--- config.mk ---
export PLATFORM = sky130hd
export DESIGN_NAME = button_event_arbiter
export DESIGN_NICKNAME = d
export VERILOG_FILES = /design/src/rtl/btn_pkg.sv /design/src/rtl/btn_rr_pick.sv /design/src/rtl/button_event_arbiter.sv
export SDC_FILE = /design/constraint.sdc
export NUM_CORES = 1
export LEC_CHECK = 0
export ABC_AREA = 1
export BUFFER_PORTS_ARGS = -buffer_cell sky130_fd_sc_hd__buf_2
export CAP_MARGIN = 30
export CORE_MARGIN = 4
export CORE_UTILIZATION = 45
export CTS_CLUSTER_DIAMETER = 80
export DETAILED_ROUTE_END_ITERATION = 8
export HOLD_SLACK_MARGIN = 0.02
export PLACE_DENSITY = 0.61
export REMOVE_ABC_BUFFERS = 1
export SLEW_MARGIN = 20
export SYNTH_ARGS = -nofsm -noshare
export SYNTH_HDL_FRONTEND = slang
export SYNTH_SLANG_ARGS = --single-unit
--- constraint.sdc ---
create_clock -name CLK -period 3.45 [get_ports CLK]
set_input_delay 0.1725 -clock CLK [delete_from_list [all_inputs] [get_ports CLK]]
set_output_delay 0.1725 -clock CLK [all_outputs]
set_load 0.005 [all_outputs]
--- src/rtl/btn_pkg.sv ---
// Shared types and limits for the button event arbiter.
// Optional feature macro: BTN_OVERRUN_EN (adds the sticky overrun flag).
package btn_pkg;

    localparam int unsigned N_BTN_MAX   = 8;
    localparam int unsigned GAP_CYC_MAX = 255;
    localparam int unsigned GAP_W       = 8;

    typedef enum logic [1:0] {
        IDLE    = 2'd0,
        PRESENT = 2'd1,
        GAP     = 2'd2
    } arb_state_e;

    // Event code width for n channels; never narrower than one bit.
    function automatic int unsigned code_width(input int unsigned n);
        return (n <= 1) ? 1 : $clog2(n);
    endfunction

endpackage

--- src/rtl/btn_rr_pick.sv ---
// Combinational round-robin finder: first set request above last_grant, wrapping.
module btn_rr_pick
    import btn_pkg::*;
#(
    parameter  int unsigned N_BTN  = 5,
    localparam int unsigned CODE_W = code_width(N_BTN)
) (
    input  logic [N_BTN-1:0]  req,
    input  logic [CODE_W-1:0] last_grant,
    output logic [CODE_W-1:0] winner,
    output logic              any
);

    int unsigned idx;

    // Scan from the farthest offset down so the nearest requester wins last.
    always_comb begin
        winner = '0;
        idx    = 0;
        any    = |req;
        for (int unsigned k = N_BTN; k >= 1; k--) begin
            idx = 32'(last_grant) + k;
            if (idx >= N_BTN) begin
                idx = idx - N_BTN;
            end
            if (req[CODE_W'(idx)]) begin
                winner = CODE_W'(idx);
            end
        end
    end

endmodule

--- src/rtl/button_event_arbiter.sv ---
// Serialises debounced button release pulses into a valid/ready event stream,
// round-robin among pending buttons, with an enforced gap after each accept.
// Optional feature macro: BTN_OVERRUN_EN (sticky overrun output).
module button_event_arbiter
    import btn_pkg::*;
#(
    parameter  int unsigned N_BTN   = 5,
    parameter  int unsigned GAP_CYC = 4,
    localparam int unsigned CODE_W  = code_width(N_BTN)
) (
    input  logic              CLK,
    input  logic              reset_n,
    input  logic [N_BTN-1:0]  btn_pulse,
    output logic              evt_valid,
    input  logic              evt_ready,
    output logic [CODE_W-1:0] evt_code,
    output logic [N_BTN-1:0]  pend
`ifdef BTN_OVERRUN_EN
    ,
    output logic              overrun
`endif
);

    localparam logic [GAP_W-1:0] GAP_LOAD = (GAP_CYC == 0) ? '0 : GAP_W'(GAP_CYC - 1);

    arb_state_e        state;
    logic [CODE_W-1:0] last_grant;
    logic [GAP_W-1:0]  gap_cnt;
    logic              accept;
    logic [N_BTN-1:0]  clr_mask;
    logic [CODE_W-1:0] rr_winner;
    logic              rr_any;

    // Handshake completes only while an event is presented.
    always_comb begin
        accept   = evt_valid & evt_ready;
        clr_mask = accept ? (N_BTN'(1) << evt_code) : '0;
    end

    btn_rr_pick #(
        .N_BTN (N_BTN)
    ) u_pick (
        .req        (pend),
        .last_grant (last_grant),
        .winner     (rr_winner),
        .any        (rr_any)
    );

    // Pending flags: a new pulse always wins over a same-cycle clear.
    always_ff @(posedge CLK or negedge reset_n) begin
        if (!reset_n) begin
            pend <= '0;
        end else begin
            pend <= (pend & ~clr_mask) | btn_pulse;
        end
    end

`ifdef BTN_OVERRUN_EN
    // Sticky flag for a pulse landing on a flag that is still pending.
    always_ff @(posedge CLK or negedge reset_n) begin
        if (!reset_n) begin
            overrun <= 1'b0;
        end else if (|(btn_pulse & pend & ~clr_mask)) begin
            overrun <= 1'b1;
        end
    end
`endif

    // Arbitration FSM with registered valid/code, grant pointer and gap counter.
    always_ff @(posedge CLK or negedge reset_n) begin
        if (!reset_n) begin
            state      <= IDLE;
            evt_valid  <= 1'b0;
            evt_code   <= '0;
            last_grant <= CODE_W'(N_BTN - 1);
            gap_cnt    <= '0;
        end else begin
            case (state)
                IDLE: begin
                    if (rr_any) begin
                        evt_code  <= rr_winner;
                        evt_valid <= 1'b1;
                        state     <= PRESENT;
                    end
                end
                PRESENT: begin
                    if (accept) begin
                        evt_valid  <= 1'b0;
                        last_grant <= evt_code;
                        if (GAP_CYC == 0) begin
                            state <= IDLE;
                        end else begin
                            gap_cnt <= GAP_LOAD;
                            state   <= GAP;
                        end
                    end
                end
                GAP: begin
                    if (gap_cnt == '0) begin
                        state <= IDLE;
                    end else begin
                        gap_cnt <= gap_cnt - GAP_W'(1);
                    end
                end
                default: begin
                    evt_valid <= 1'b0;
                    state     <= IDLE;
                end
            endcase
        end
    end

endmodule
# Word level (Yosys, flattened, before mapping)
# Index checks and enable logic that the tools add are counted.
# classes
reduce_logical	9
n_mux	31
eq_ne	6
bitwise_logic	5
n_lt_le_gt_ge	10
n_shift	1
n_addsub	11
# op_table
operator	count
3-bit 2-to-1 mux	10
4-bit by 3-bit greater-or-equal comparator with 1-bit output, second input constant	5
3-bit by 4-bit less-than comparator with 1-bit output, second input constant	5
8-bit 2-to-1 mux	2
8-bit one-hot mux with 2 select lines	1
1-bit binary-select mux with 3-bit select	5
3-bit subtractor, second input constant	5
3-bit AND reduction	3
3-bit by 2-bit adder with 4-bit output, second input constant	2
3-bit by 3-bit adder with 4-bit output, second input constant	2
8-bit logical NOT	1
2-bit inequality test, second input constant	4
8-bit by 1-bit subtractor with 8-bit output, second input constant	1
1-bit 2-to-1 mux	7
2-bit 2-to-1 mux	3
2-bit one-hot mux with 3 select lines	1
5-bit bitwise AND	1
5-bit 2-to-1 mux	1
5-bit inverter	1
5-bit OR	1
5-bit OR reduction	1
1-bit by 3-bit << shifter with 5-bit output, first input constant	1
3-bit by 1-bit adder with 4-bit output, second input constant	1
2-bit AND reduction	2
7 further kinds	7
# totals
output_inout_bits	9
ff_bits	22
in_bits	8

# Longest topological paths before layout
# Gate-level depths: netlist (run 1).
# logic_depth
word_depth	10
mapped_depth	19
depth_no_buf	19

# Hierarchy
# From an unflattened synthesis (run 1), not the netlist that was laid out.
# unflattened
cells_unflattened	319
area_unflattened_um2	2187.1
# modules_own_cells
mod	cells_each	instances	area_each_um2
button_event_arbiter	133	1	1151.1
btn_rr_pick	186	1	1036.0

# Worst setup path after synthesis (run 1)
# Ideal clock, no wire load.
# synth_path
path_kind	reg2reg
from	register last_grant[0]
to	register evt_code[0]
synth_period_minus_slack_ps	2291
t_arrival_ps	2171
setup_slack_ps	1159
stages_incl_launch_ff	18
cell_sequence	dfrtp_1 -> inv_2 -> ha_1 -> inv_2 -> fa_1 -> inv_1 -> nand2_1 -> o21ai_0 -> nand2_1 -> nand3_1 -> nand3_1 -> nand2_1 -> nand2_1 -> and2_1 -> nor2_1 -> nor2_4 -> nand2_1 -> a21oi_2
# synth_between
elab_chain_len	10
# synth_lines
item	line	rtl
start, declared	button_event_arbiter.sv:27	logic [CODE_W-1:0] last_grant;
start signal, assigned	button_event_arbiter.sv:75	last_grant <= CODE_W'(N_BTN - 1);
start signal, assigned	button_event_arbiter.sv:89	last_grant <= evt_code;
3-bit by 3-bit adder with 4-bit output	btn_rr_pick.sv:22	idx = 32'(last_grant) + k;
4-bit by 3-bit greater-or-equal comparator with 1-bit output / 3-bit subtractor (equally long branches)	btn_rr_pick.sv:23, btn_rr_pick.sv:24	
3-bit 2-to-1 mux	btn_rr_pick.sv:23	if (idx >= N_BTN) begin
1-bit binary-select mux with 3-bit select	btn_rr_pick.sv:26	if (req[CODE_W'(idx)]) begin
1-bit 2-to-1 mux (not written as such)	btn_rr_pick.sv:26	
3-bit 2-to-1 mux (4 in series)	btn_rr_pick.sv:26	
3-bit 2-to-1 mux *	btn_rr_pick.sv:26	
end signal, assigned	button_event_arbiter.sv:81	evt_code <= rr_winner;
end, declared	button_event_arbiter.sv:16	output logic [CODE_W-1:0] evt_code,
# Every way passes the cells marked *; elsewhere a longest branch is shown, timed or not. The select of a mux whose other input is x is not followed.
# A chain may end at the register's enable or synchronous reset.

# Worst setup path in the final report (run 1)
# Same ends and word-level chain as after synthesis.

==> results of run 1 <==
-- registers in the layout (all words and copies together), names as in the netlist --
name,count
evt_valid,1
gap_cnt,8
state,2
pend,5
last_grant,3
evt_code,3
-- final cells by class --
type	instances	area, µm²
multi-input combinational	222	1180
sequential	22	552
tap	50	62.6
timing repair buffer	18	97.6
clock inverter	1	30.0
inverter	41	154
clock buffer	3	41.3
fill	419	1940
-- metrics by stage --
stage                     utilization  hold slack, ns  std cells  setup WS [ns]
after detailed placement        0.503           0.177        352          0.945
after CTS                       0.523          0.0809        357          0.928
after global routing            0.523          0.0891        357          0.576
after global placement          0.503           0.167        352          0.962
after floorplan                     -          -0.123        285          0.997
final                           0.523          0.0806        357          0.924
-- routing by layer --
layer | track usage | routed length, µm | vias up
li1 | - | - | 959
met1 | 0.277 | 2170 | 822
met2 | 0.310 | 2050 | 29
met3 | 0.0248 | 228 | 4
met4 | 0.0615 | 44 | 0
met5 | 0 | 0 | -
-- what timing repair did --
action	4_1_cts	5_1_grt
endpoints found under the hold margin	21	0
setup endpoints to repair	0	0
hold buffers	1	0
-- logic make-up after synthesis --
kind of cell,count (synthesis)
AO/OA/AOI/OAI,36
XOR/XNOR,3
adder cells (fa/ha/maj),14
buffers and inverters,43
flip-flops,22
AND/OR/NAND/NOR,169
-- synthesized netlist by cell type --
library cell and number:
nand2_4 1, o21bai_1 2, dfstp_2 1, nand3b_1 3
o21a_1 1, and2_1 2, nor2_1 23, o31ai_1 1
nor2_4 1, xor2_1 2, dfrtp_1 21, buf_4 1
a21oi_1 7, o21ai_0 17, a21o_1 1, nand2_2 6
nand2_1 87, nand4_1 7, nor2_2 1, or2_2 2
nor3_1 3, inv_1 36, o21ai_1 2, buf_2 1
nand3_1 29, or2_0 1, a31oi_1 4, nand3_2 3
fa_1 1, ha_1 13, xor2_2 1, a21oi_2 1
inv_2 5
-- layout by cell type (no fill, tap or decap), drive strengths merged, types with 2 or more instances in the layout --
master | netlist | routed
a21oi | 8 | 8
a31oi | 4 | 4
and2 | 2 | 2
buf | 2 | 17
clkbuf | 0 | 3
dfrtp | 21 | 21
ha | 13 | 13
inv | 41 | 41
nand2 | 94 | 94
nand3 | 32 | 32
nand3b | 3 | 3
nand4 | 7 | 7
nor2 | 25 | 25
nor3 | 3 | 3
o21ai | 19 | 19
o21bai | 2 | 2
or2 | 3 | 3
xor2 | 3 | 3
-- critical path: cells and delay by family, from the launching register on --
kind	cells	cell delay, ns
adder cells (fa/ha/maj)	2	0.56
buffers and inverters	3	0.28
AND/OR/NAND/NOR	11	1.02
flip-flops	1	0.39
AO/OA/AOI/OAI	2	0.21
-- path summary, 6_finish.rpt --
path / startpoint / to / slack (ns) / depth (start not counted)
hold reg to reg: gap_cnt[3] / gap_cnt[3] / 0.55 / 2
hold / removal: btn_pulse[4] / pend[4] / 0.08 / 2
setup / recovery: last_grant[0] / evt_code[0] / 0.92 / 18
min in group asynchronous: reset_n / gap_cnt[2] / 0.41 / 2
max in group asynchronous: reset_n / last_grant[2] / 2.68 / 2
setup reg to reg: last_grant[0] / evt_code[0] / 0.92 / 18
==> reports/metrics.yaml, run 1 <==
worst_setup_path:
  critPathArrivalTime_ns: 2.72
  critical_path.max_stage_delay_ns: 0.39
  slowest_stage: "dfrtp_1"
  crit_required_ns: 3.64
  crit_type: "register to register"
  end_kind: "register"
  crit_path_max_fanout: 9
  startpoint_type: "register"
  crit_top_cell: "nand2_1"
  path_cells: "inv_2 -> ha_1 -> inv_2 -> fa_1 -> inv_1 -> nand2_1 -> o21ai_0 -> nand2_1 -> nand2_1 -> nand2_1 -> nand3_1 -> nand2_1 -> nand2_1 -> and2_1 -> nor2_1 -> nor2_4 -> nand2_1 -> a21oi_2"
logic_synthesis:
  synth-adder-area-share: 0.0960
  ys_types: 33
  syn_inst: 287
  ys_seq_area_frac: 0.290
  netlist_area_um2: 1900
  ys_warn_count: 0
  synth_compound_area_frac: 0.106
  synth_top_family_by_area: "simple AND/OR/NAND/NOR gates"
  muxShareOfSynthArea: 0
  synth_area_leaders: "dfrtp_1, nand2_1, ha_1, nand3_1, inv_1"
  yosys.area.top_type: "dfrtp_1"
  synthXorXnorAreaFrac: 0.0178
  ys_ff_latch: 22
  postSynthAreaPerCell_um2: 6.63
  synth_top_area_share: 0.276
  yosys.area_share.simple: 0.403
outcome:
  status: "complete, no violations"
timing:
  maxSlewViolCount: 0
  fin_crit_sh: 0.732
  final-hold-violation-count: 0
  rsz0062_at_grt: "false"
  setup_viol: 0
  tightest_slew_ns: 0.511
  fin_tns_setup_ns: 0
  fin_crit_ns: 2.53
  max_slew_margin: 0.659
  clock_skew_ns: 0.00326
  max_freq_mhz: 396
flow_run:
  maxCapViolations: 0
cts:
  cts.repair.resized: 0
  clk_pin_slew_ns: 0.09
  cts_tree: "done"
  htreeDepth: 1
  post-cts-setup-buffers: 0
  cts.sinks: 22
  cts_buffers: 3
  clockBufferDepth: 2
  clock_latency_ns: 0.26
  cts-root-buf: "clkbuf_8"
drt:
  route.vias.total: 1814
  dr.pass1.iters: 4
  drt_wl_total_um: 4500
  drtIter0Drc: 60
  via_per_inst: 5.08
  post_drt_wl_per_cell_um: 12.6
  final_antenna_net_count: 0
  drc: 0
cells_and_area:
  diodes: 0
  drive_above_1_share: 0.140
  area_growth_pct: 11.5
  fin_area_um2: 2120
  nets: 330
die:
  start_util: 0.469
  coreArea_um2: 4060
  die_h_um: 73.0
  placementRows: 23
  io_pins: 17
  dieArea_um2: 5330
  die_x_um: 73.0
global_routing:
  track_usage: 0.196
  grt_max_degree: 23
  grt_pass1_wl_um: 8250
  antenna_found_initial: 0
  grt_pass1_vias: 1794
  grt_overflow_total: 0
placement:
  io_buffer_count: 16
  place_congestion: 0.819
  dp_hpwl_um: 3630
  place_area_um2: 2040
min_path:
  hold_path.class: "input pin to register"
Power of run 1 is not shown: default switching activity piles up to over one toggle a cycle in this logic, so the estimate is an artifact.
==> run 2, diff against run 1 <==
Settings changed: ABC_AREA 1 to 0, PLACE_DENSITY 0.61 to 0.63.
Clock period 3.45 ns to 2 ns, I/O delays scaled along.
==> run 2 against run 1 <==
The flow now finishes with violations (negative setup slack). Critical path type unchanged. First-iteration DRC count grew 97%. Clock-buffer cell count is the same. Utilization grew 19 points. Routed wire length grew 27%. Global-route usage grew 2.6 points. Fmax grew 2.1%. Sequential share of layout area shrank 7.2 points. Register-to-register slack lost 1.4 ns. Area after synthesis grew 3.5%. Largest cell class unchanged.
==> reports/metrics.yaml, run 2 <==
global_routing:
  top_usage_layer: "met2"
  grt_max_degree: 23  # unchanged
  grtUsageMet1: 0.296  # +0.0193
  grt_pass1_vias: 1973  # +10%
  track_usage: 0.222  # +0.0256
  use_met3: 0.0351  # +0.0103
  grt_overflow_total: 0  # unchanged
  antenna_found_initial: 0  # unchanged
  grt_pass1_wl_um: 9460  # +15%
  grt_use_met2: 0.381  # +0.0711
timing:
  setup_slack_ns: -0.475  # -1.40 ns
  clock_skew_ns: 0.00803  # +0.00477 ns
  tightest_slew_ns: 0.503  # -0.00800 ns
  max_freq_mhz: 404  # +2.1%
  maxSlewViolCount: 0  # unchanged
  final-hold-violation-count: 0  # unchanged
  setup_viol: 3  # +3
  rsz0062_at_grt: "true"
  fin_crit_sh: 1.24  # +0.505
  max_slew_margin: 0.665  # +0.00533
  fin_crit_ns: 2.47  # -0.0514 ns
die:
  placementRows: 23  # unchanged
  die_h_um: 74.2  # +1.5%
  die_x_um: 74.2  # +1.5%
  coreArea_um2: 4120  # +1.4%
  dieArea_um2: 5500  # +3.1%
  io_pins: 17  # unchanged
  start_util: 0.479  # +0.00955
logic_synthesis:
  ys_seq_area_frac: 0.280  # -0.00976
  synth_edf_count: 0  # unchanged
  syn_inst: 225  # -22%
  async_flop_share: 1.00  # unchanged
  postSynthAreaPerCell_um2: 8.75  # +32%
  synth_area_leaders: "dfrtp_1, ha_1, mux2i_1, nor2_1, nand2_1"
  netlist_area_um2: 1970  # +3.5%
  synth.top_cells.by_count: "dfrtp_1, nor2_1, nand2_1, o21ai_0"
  synth_top_area_share: 0.267  # -0.00930
  ys_types: 63  # +91%
  yosys.area.top_type: "dfrtp_1"
  synth_top_flop_cell: "dfrtp_1"
  ys_warn_count: 0  # unchanged
  ys_ff_latch: 22  # unchanged
cts:
  htreeDepth: 1  # unchanged
  cts-root-buf: "clkbuf_8"
  clk_pin_slew_ns: 0.09  # about the same
  cts_buffers: 3  # unchanged
  cts.sinks: 22  # unchanged
  clockBufferDepth: 2  # unchanged
  clock_latency_ns: 0.27  # about the same
  cts_tree: "done"
placement:
  place_congestion: 0.850  # +3.8%
  dp.cells: 338  # -4.0%
  dp_hpwl_um: 4060  # +12%
  io_buffer_count: 16  # unchanged
worst_setup_path:
  end_kind: "register"
  crit_required_ns: 2.20  # -1.44 ns
  startpoint_type: "register"
  critPathArrivalTime_ns: 2.67  # -0.05 ns
  crit_path_max_fanout: 4  # -5
  crit_type: "register to register"
min_path:
  hold_path.class: "input pin to register"
drt:
  final_antenna_net_count: 0  # unchanged
  route.vias.total: 2022  # +11%
  dr.pass1.iters: 4  # unchanged
  drtIter0Drc: 118  # +97%
  via_per_inst: 5.65  # +11%
  drt_wl_total_um: 5720  # +27%
  post_drt_wl_per_cell_um: 16.0  # +27%
  drc: 0  # unchanged
cells_and_area:
  final_cell_mix: "buf_4, dfrtp_1, nand2_1, nor2_1, buf_2"
  ff_latch_area_um2: 552  # unchanged
  area_growth_pct: 49.2
  fill_cells: 322  # -23%
  finalCoreUtilization: 0.714  # +0.191
  nets: 331  # +0.30%
  drive_above_1_share: 0.432  # +0.292
  diodes: 0  # unchanged
  top_regs: "gap_cnt (8), pend (5)"
  final_cells: 358  # +0.28%
  largest_reg_flops: 8  # unchanged
  regMostFlops: "gap_cnt"
  multi_input_area_um2: 1520  # +28%
  final_common_cell: "buf_4"
power_and_ir_drop:
  power.density_nw_per_um2: 2000
  p_leak_uw: 0.00128
  peakVddDrop_v: 0.000878
flow_run:
  maxCapViolations: 0  # unchanged
outcome:
  violations: "negative setup slack"
  status: "finished, violations left"
-- run 2: routing by layer --
layer	routed length, µm	vias to the layer above
met5	0	-
met4	46	0
li1	-	990
met3	283	6
met1	2510	971
met2	2880	55
-- run 2: power breakdown --
part / internal, µW / total (µW) / switching, µW
clock network: 268 / 421 / 154
logic: 2460 / 4690 / 2230
registers: 582 / 756 / 173
total: 3310 / 5860 / 2560
-- run 2: final timing paths --
kind	startpoint	end	depth (start not counted)	slack (ns)
setup reg to reg	last_grant[0]	evt_code[1]	11	-0.47
hold reg to reg	gap_cnt[0]	gap_cnt[0]	1	0.53
min in group asynchronous	reset_n	pend[4]	2	0.32
setup / recovery	last_grant[0]	evt_code[1]	11	-0.47
max in group asynchronous	reset_n	last_grant[2]	2	1.31
hold / removal	evt_ready	pend[4]	3	0.18
-- run 2: logic make-up after synthesis --
logic type / after synthesis / synth area share
xor gates and xnor gates: 8 / 0.0356
muxes: 13 / 0.0673
buffers and inverters: 23 / 0.0476
DFF: 22 / 0.280
AOI/OAI and AO/OA: 71 / 0.284
and+or+nand+nor: 74 / 0.193
adders and majority gates: 14 / 0.0928
-- run 2: cell type report --
class                           count  share of cell area
Tap cell                           50              0.0213
Multi-Input combinational cell    180               0.518
Sequential cell                    22               0.188
Inverter                           14              0.0179
Timing Repair Buffer               88               0.231
Clock inverter                      1              0.0102
Clock buffer                        3              0.0141
-- run 2: critical path, cell delays in order, from the launching register on --
cell	delay [ns]
dfrtp_1	0.42
buf_6	0.15
buf_8	0.11
ha_2	0.18
nand2b_1	0.12
nand2_2	0.10
buf_4	0.15
mux2i_2	0.16
o211a_4	0.16
or3_4	0.36
a311o_1	0.35
a21oi_1	0.15
-- run 2: what timing repair did --
action,4_1_cts,5_1_grt
pin swaps,15,1
endpoints found under the setup margin,3,7
hold endpoints to repair,26,0
buffers inserted,9,1
hold buffers,6,0
resized for setup,43,11
-- run 2: stage by stage --
stage               power, µW  TNS (ns)  instance area, µm²  setup slack [ns]  hold slack [ns]
finish                   5860     -1.32                2940            -0.475            0.179
global route             6260     -1.68                2940            -0.570            0.181
CTS                      5560     -1.18                2870            -0.426            0.162
detailed placement       4470     -1.58                2490            -0.551           0.0997
global placement         4430     -1.51                2490            -0.511           0.0942
floorplan                2970     -2.98                1930             -1.09           -0.196
Power figures use the tool's default switching activity.
==> run 3, diff against run 2 <==
Settings changed: GPL_TIMING_DRIVEN from default to 0.
==> run 3 against run 2 <==
The run still ends with negative setup slack left. Cell count down 9.5%. Hold slack lost 0.15 ns. Design area decreased by 6.4%. Critical path depth shrank 1. Register-to-register slack lost 0.09 ns. Routed wire length grew 0.65%. Via count shrank 2.3%. Sequential power is 11% higher. Power fell by 3.7%. Clock skew up 0.0013 ns. Sequential cell count unchanged. Clock power decreased by 36%. Highest routed layer unchanged.
==> reports/metrics.yaml, run 3 (synthesis gave the netlist of run 2 again) <==
outcome:
  status: "finished, violations left"
  violations: "negative setup slack"
cells_and_area:
  regMostFlops: "gap_cnt"
  fin_area_um2: 2750  # -6.4%
  area_growth_pct: 39.6
  diodes: 0  # unchanged
  drive_above_1_share: 0.380  # -0.0523
  nets: 297  # -10%
  fill_cells: 326  # +1.2%
  ff_latch_area_um2: 557  # +0.91%
  final_cell_mix: "buf_4, nor2_1, dfrtp_1"
  final_common_cell: "buf_4"
  top_regs: "gap_cnt (8), pend (5)"
  multi_input_area_um2: 1600  # +5.4%
  final_cells: 324  # -9.5%
  largest_reg_flops: 8  # unchanged
min_path:
  hold_end: "pend[1]"
  hold_path.class: "input pin to register"
  holdCritStartpoint: "btn_pulse[1]"
  holdPathStages: 2  # -1
cts:
  clk_pin_slew_ns: 0.08  # about the same
  cts_tree: "done"
  clockBufferDepth: 2  # unchanged
  cts_buffers: 3  # unchanged
  cts-root-buf: "clkbuf_8"
  clock_latency_ns: 0.26  # about the same
  htreeDepth: 1  # unchanged
  cts.sinks: 22  # unchanged
placement:
  place_congestion: 0.817  # -3.9%
  io_buffer_count: 16  # unchanged
  dp_hpwl_um: 3250  # -20%
  pre_cts_slack_ns: -1.68  # -1.13 ns
  place_area_um2: 2070  # -17%
  dp.cells: 282  # -17%
global_routing:
  track_usage: 0.215  # -0.00653
  grt_pass1_wl_um: 9140  # -3.4%
  antenna_found_initial: 0  # unchanged
  grt_overflow_total: 0  # unchanged
  grt_pass1_vias: 1868  # -5.3%
  grt_max_degree: 23  # unchanged
worst_setup_path:
  critical_path.max_stage_delay_ns: 0.50  # +0.08 ns
  startpoint_type: "register"
  crit_type: "register to register"
  crit_required_ns: 2.19  # about the same
  critPathArrivalTime_ns: 2.75  # +0.08 ns
  critPathBufInv: 2  # -1
  reg2reg_depth: 10  # -1
  crit_path_start: "last_grant[0]"
  crit_family: "compound AO/OA/AOI/OAI gates"
  r2r_start: "last_grant[0]"
  rrSetupSlack_ns: -0.56  # -0.09 ns
  path_cells: "inv_8 -> buf_12 -> ha_4 -> mux2_4 -> o22ai_2 -> mux2i_1 -> o211a_1 -> or3_1 -> a311o_1 -> a21oi_2"
  slowest_stage: "dfrtp_4"
  crit-reg2reg-capture: "evt_code[1]"
  crit_path_max_fanout: 5  # +1
  end_kind: "register"
timing:
  max_freq_mhz: 390  # -3.4%
  fin_hold_ws_ns: 0.0260  # -0.153 ns
  final-hold-violation-count: 0  # unchanged
  fin_crit_sh: 1.28  # +0.0431
  clock_skew_ns: 0.00930  # +0.00127 ns
  setup_viol: 3  # unchanged
  tightest_slew_ns: 0.745  # +0.242 ns
  maxSlewViolCount: 0  # unchanged
  rsz0062_at_grt: "true"
  fin_crit_ns: 2.56  # +0.0861 ns
  setup_slack_ns: -0.561  # -0.0861 ns
  max_slew_margin: 0.502  # -0.163
  fin_tns_setup_ns: -1.64  # -0.324 ns
die:
  io_pins: 17  # unchanged
  coreArea_um2: 4120  # unchanged
  start_util: 0.479  # unchanged
  dieArea_um2: 5500  # unchanged
  die_x_um: 74.2  # unchanged
  die_h_um: 74.2  # unchanged
  placementRows: 23  # unchanged
drt:
  drt-met1-wl_um: 2520  # +0.32%
  met3_length_um: 381  # +35%
  post_drt_wl_per_cell_um: 17.8  # +11%
  drt_wl_total_um: 5760  # +0.65%
  route.vias.total: 1975  # -2.3%
  drtIter0Drc: 182  # +54%
  topRoutingLayerUsed: "met4"
  via_per_inst: 6.10  # +7.9%
  final_antenna_net_count: 0  # unchanged
  wl_met2_um: 2750  # -4.4%
  dr.pass1.iters: 5  # +1
  drc: 0  # unchanged
power_and_ir_drop:
  p_leak_uw: 0.00111  # -13%
  power.density_nw_per_um2: 2050  # +2.9%
  peakVddDrop_v: 0.000790  # -10%
flow_run:
  maxCapViolations: 0  # unchanged
run 3: cell types whose count changed in the layout (fill, tap and decap cells not counted), sizes merged:
cell and change:
buf -33, clkinvlp +2, clkbuf +1, bufinv -1, inv -2, dlygate4sd3 -1
run 3: cell type report:
cell class / count / share of cell area
tap: 50 / 0.0227
sequential: 22 / 0.202
clock buffer: 4 / 0.0164
inverter: 14 / 0.0246
multi-input combinational: 180 / 0.583
timing repair buffer: 54 / 0.151
run 3: worst max-delay path by stage:
| stage | endpoint | slack [ns] | cells past startpoint |
|---|---|---|---|
| after floorplan | evt_code[1] | -1.09 | 9 |
| after global placement | evt_code[1] | -1.68 | 9 |
| after detailed placement | evt_code[1] | -1.68 | 9 |
| after CTS | evt_code[2] | -0.52 | 10 |
| after global routing | evt_code[0] | -0.67 | 10 |
| final | evt_code[1] | -0.56 | 10 |
run 3: stage by stage:
step / total power (µW) / utilization
3_3_place_gp: 3550 / 0.503
3_5_place_dp: 3570 / 0.503
4_1_cts: 5160 / 0.638
2_1_floorplan: 2970 / -
5_1_grt: 6040 / 0.668
6_report: 5650 / 0.668
run 3: power by group:
part	internal (µW)	total (µW)	switching (µW)
clock network	142	271	129
registers	590	838	248
logic	2200	4540	2330
run 3: routing by layer:
layer	vias to the layer above	track usage
met2	85	0.370
met5	-	0
met1	942	0.289
met3	15	0.0297
li1	933	-
met4	0	0.0423
run 3: timing repair:
action                                  in CTS  in global routing
gates resized for setup                     52                 19
hold endpoints to repair                    25                  0
endpoints found under the setup margin       6                  8
cloned                                       0                  0
pin swaps                                   18                  9
setup buffers                               26                  7
hold buffers                                 5                  0
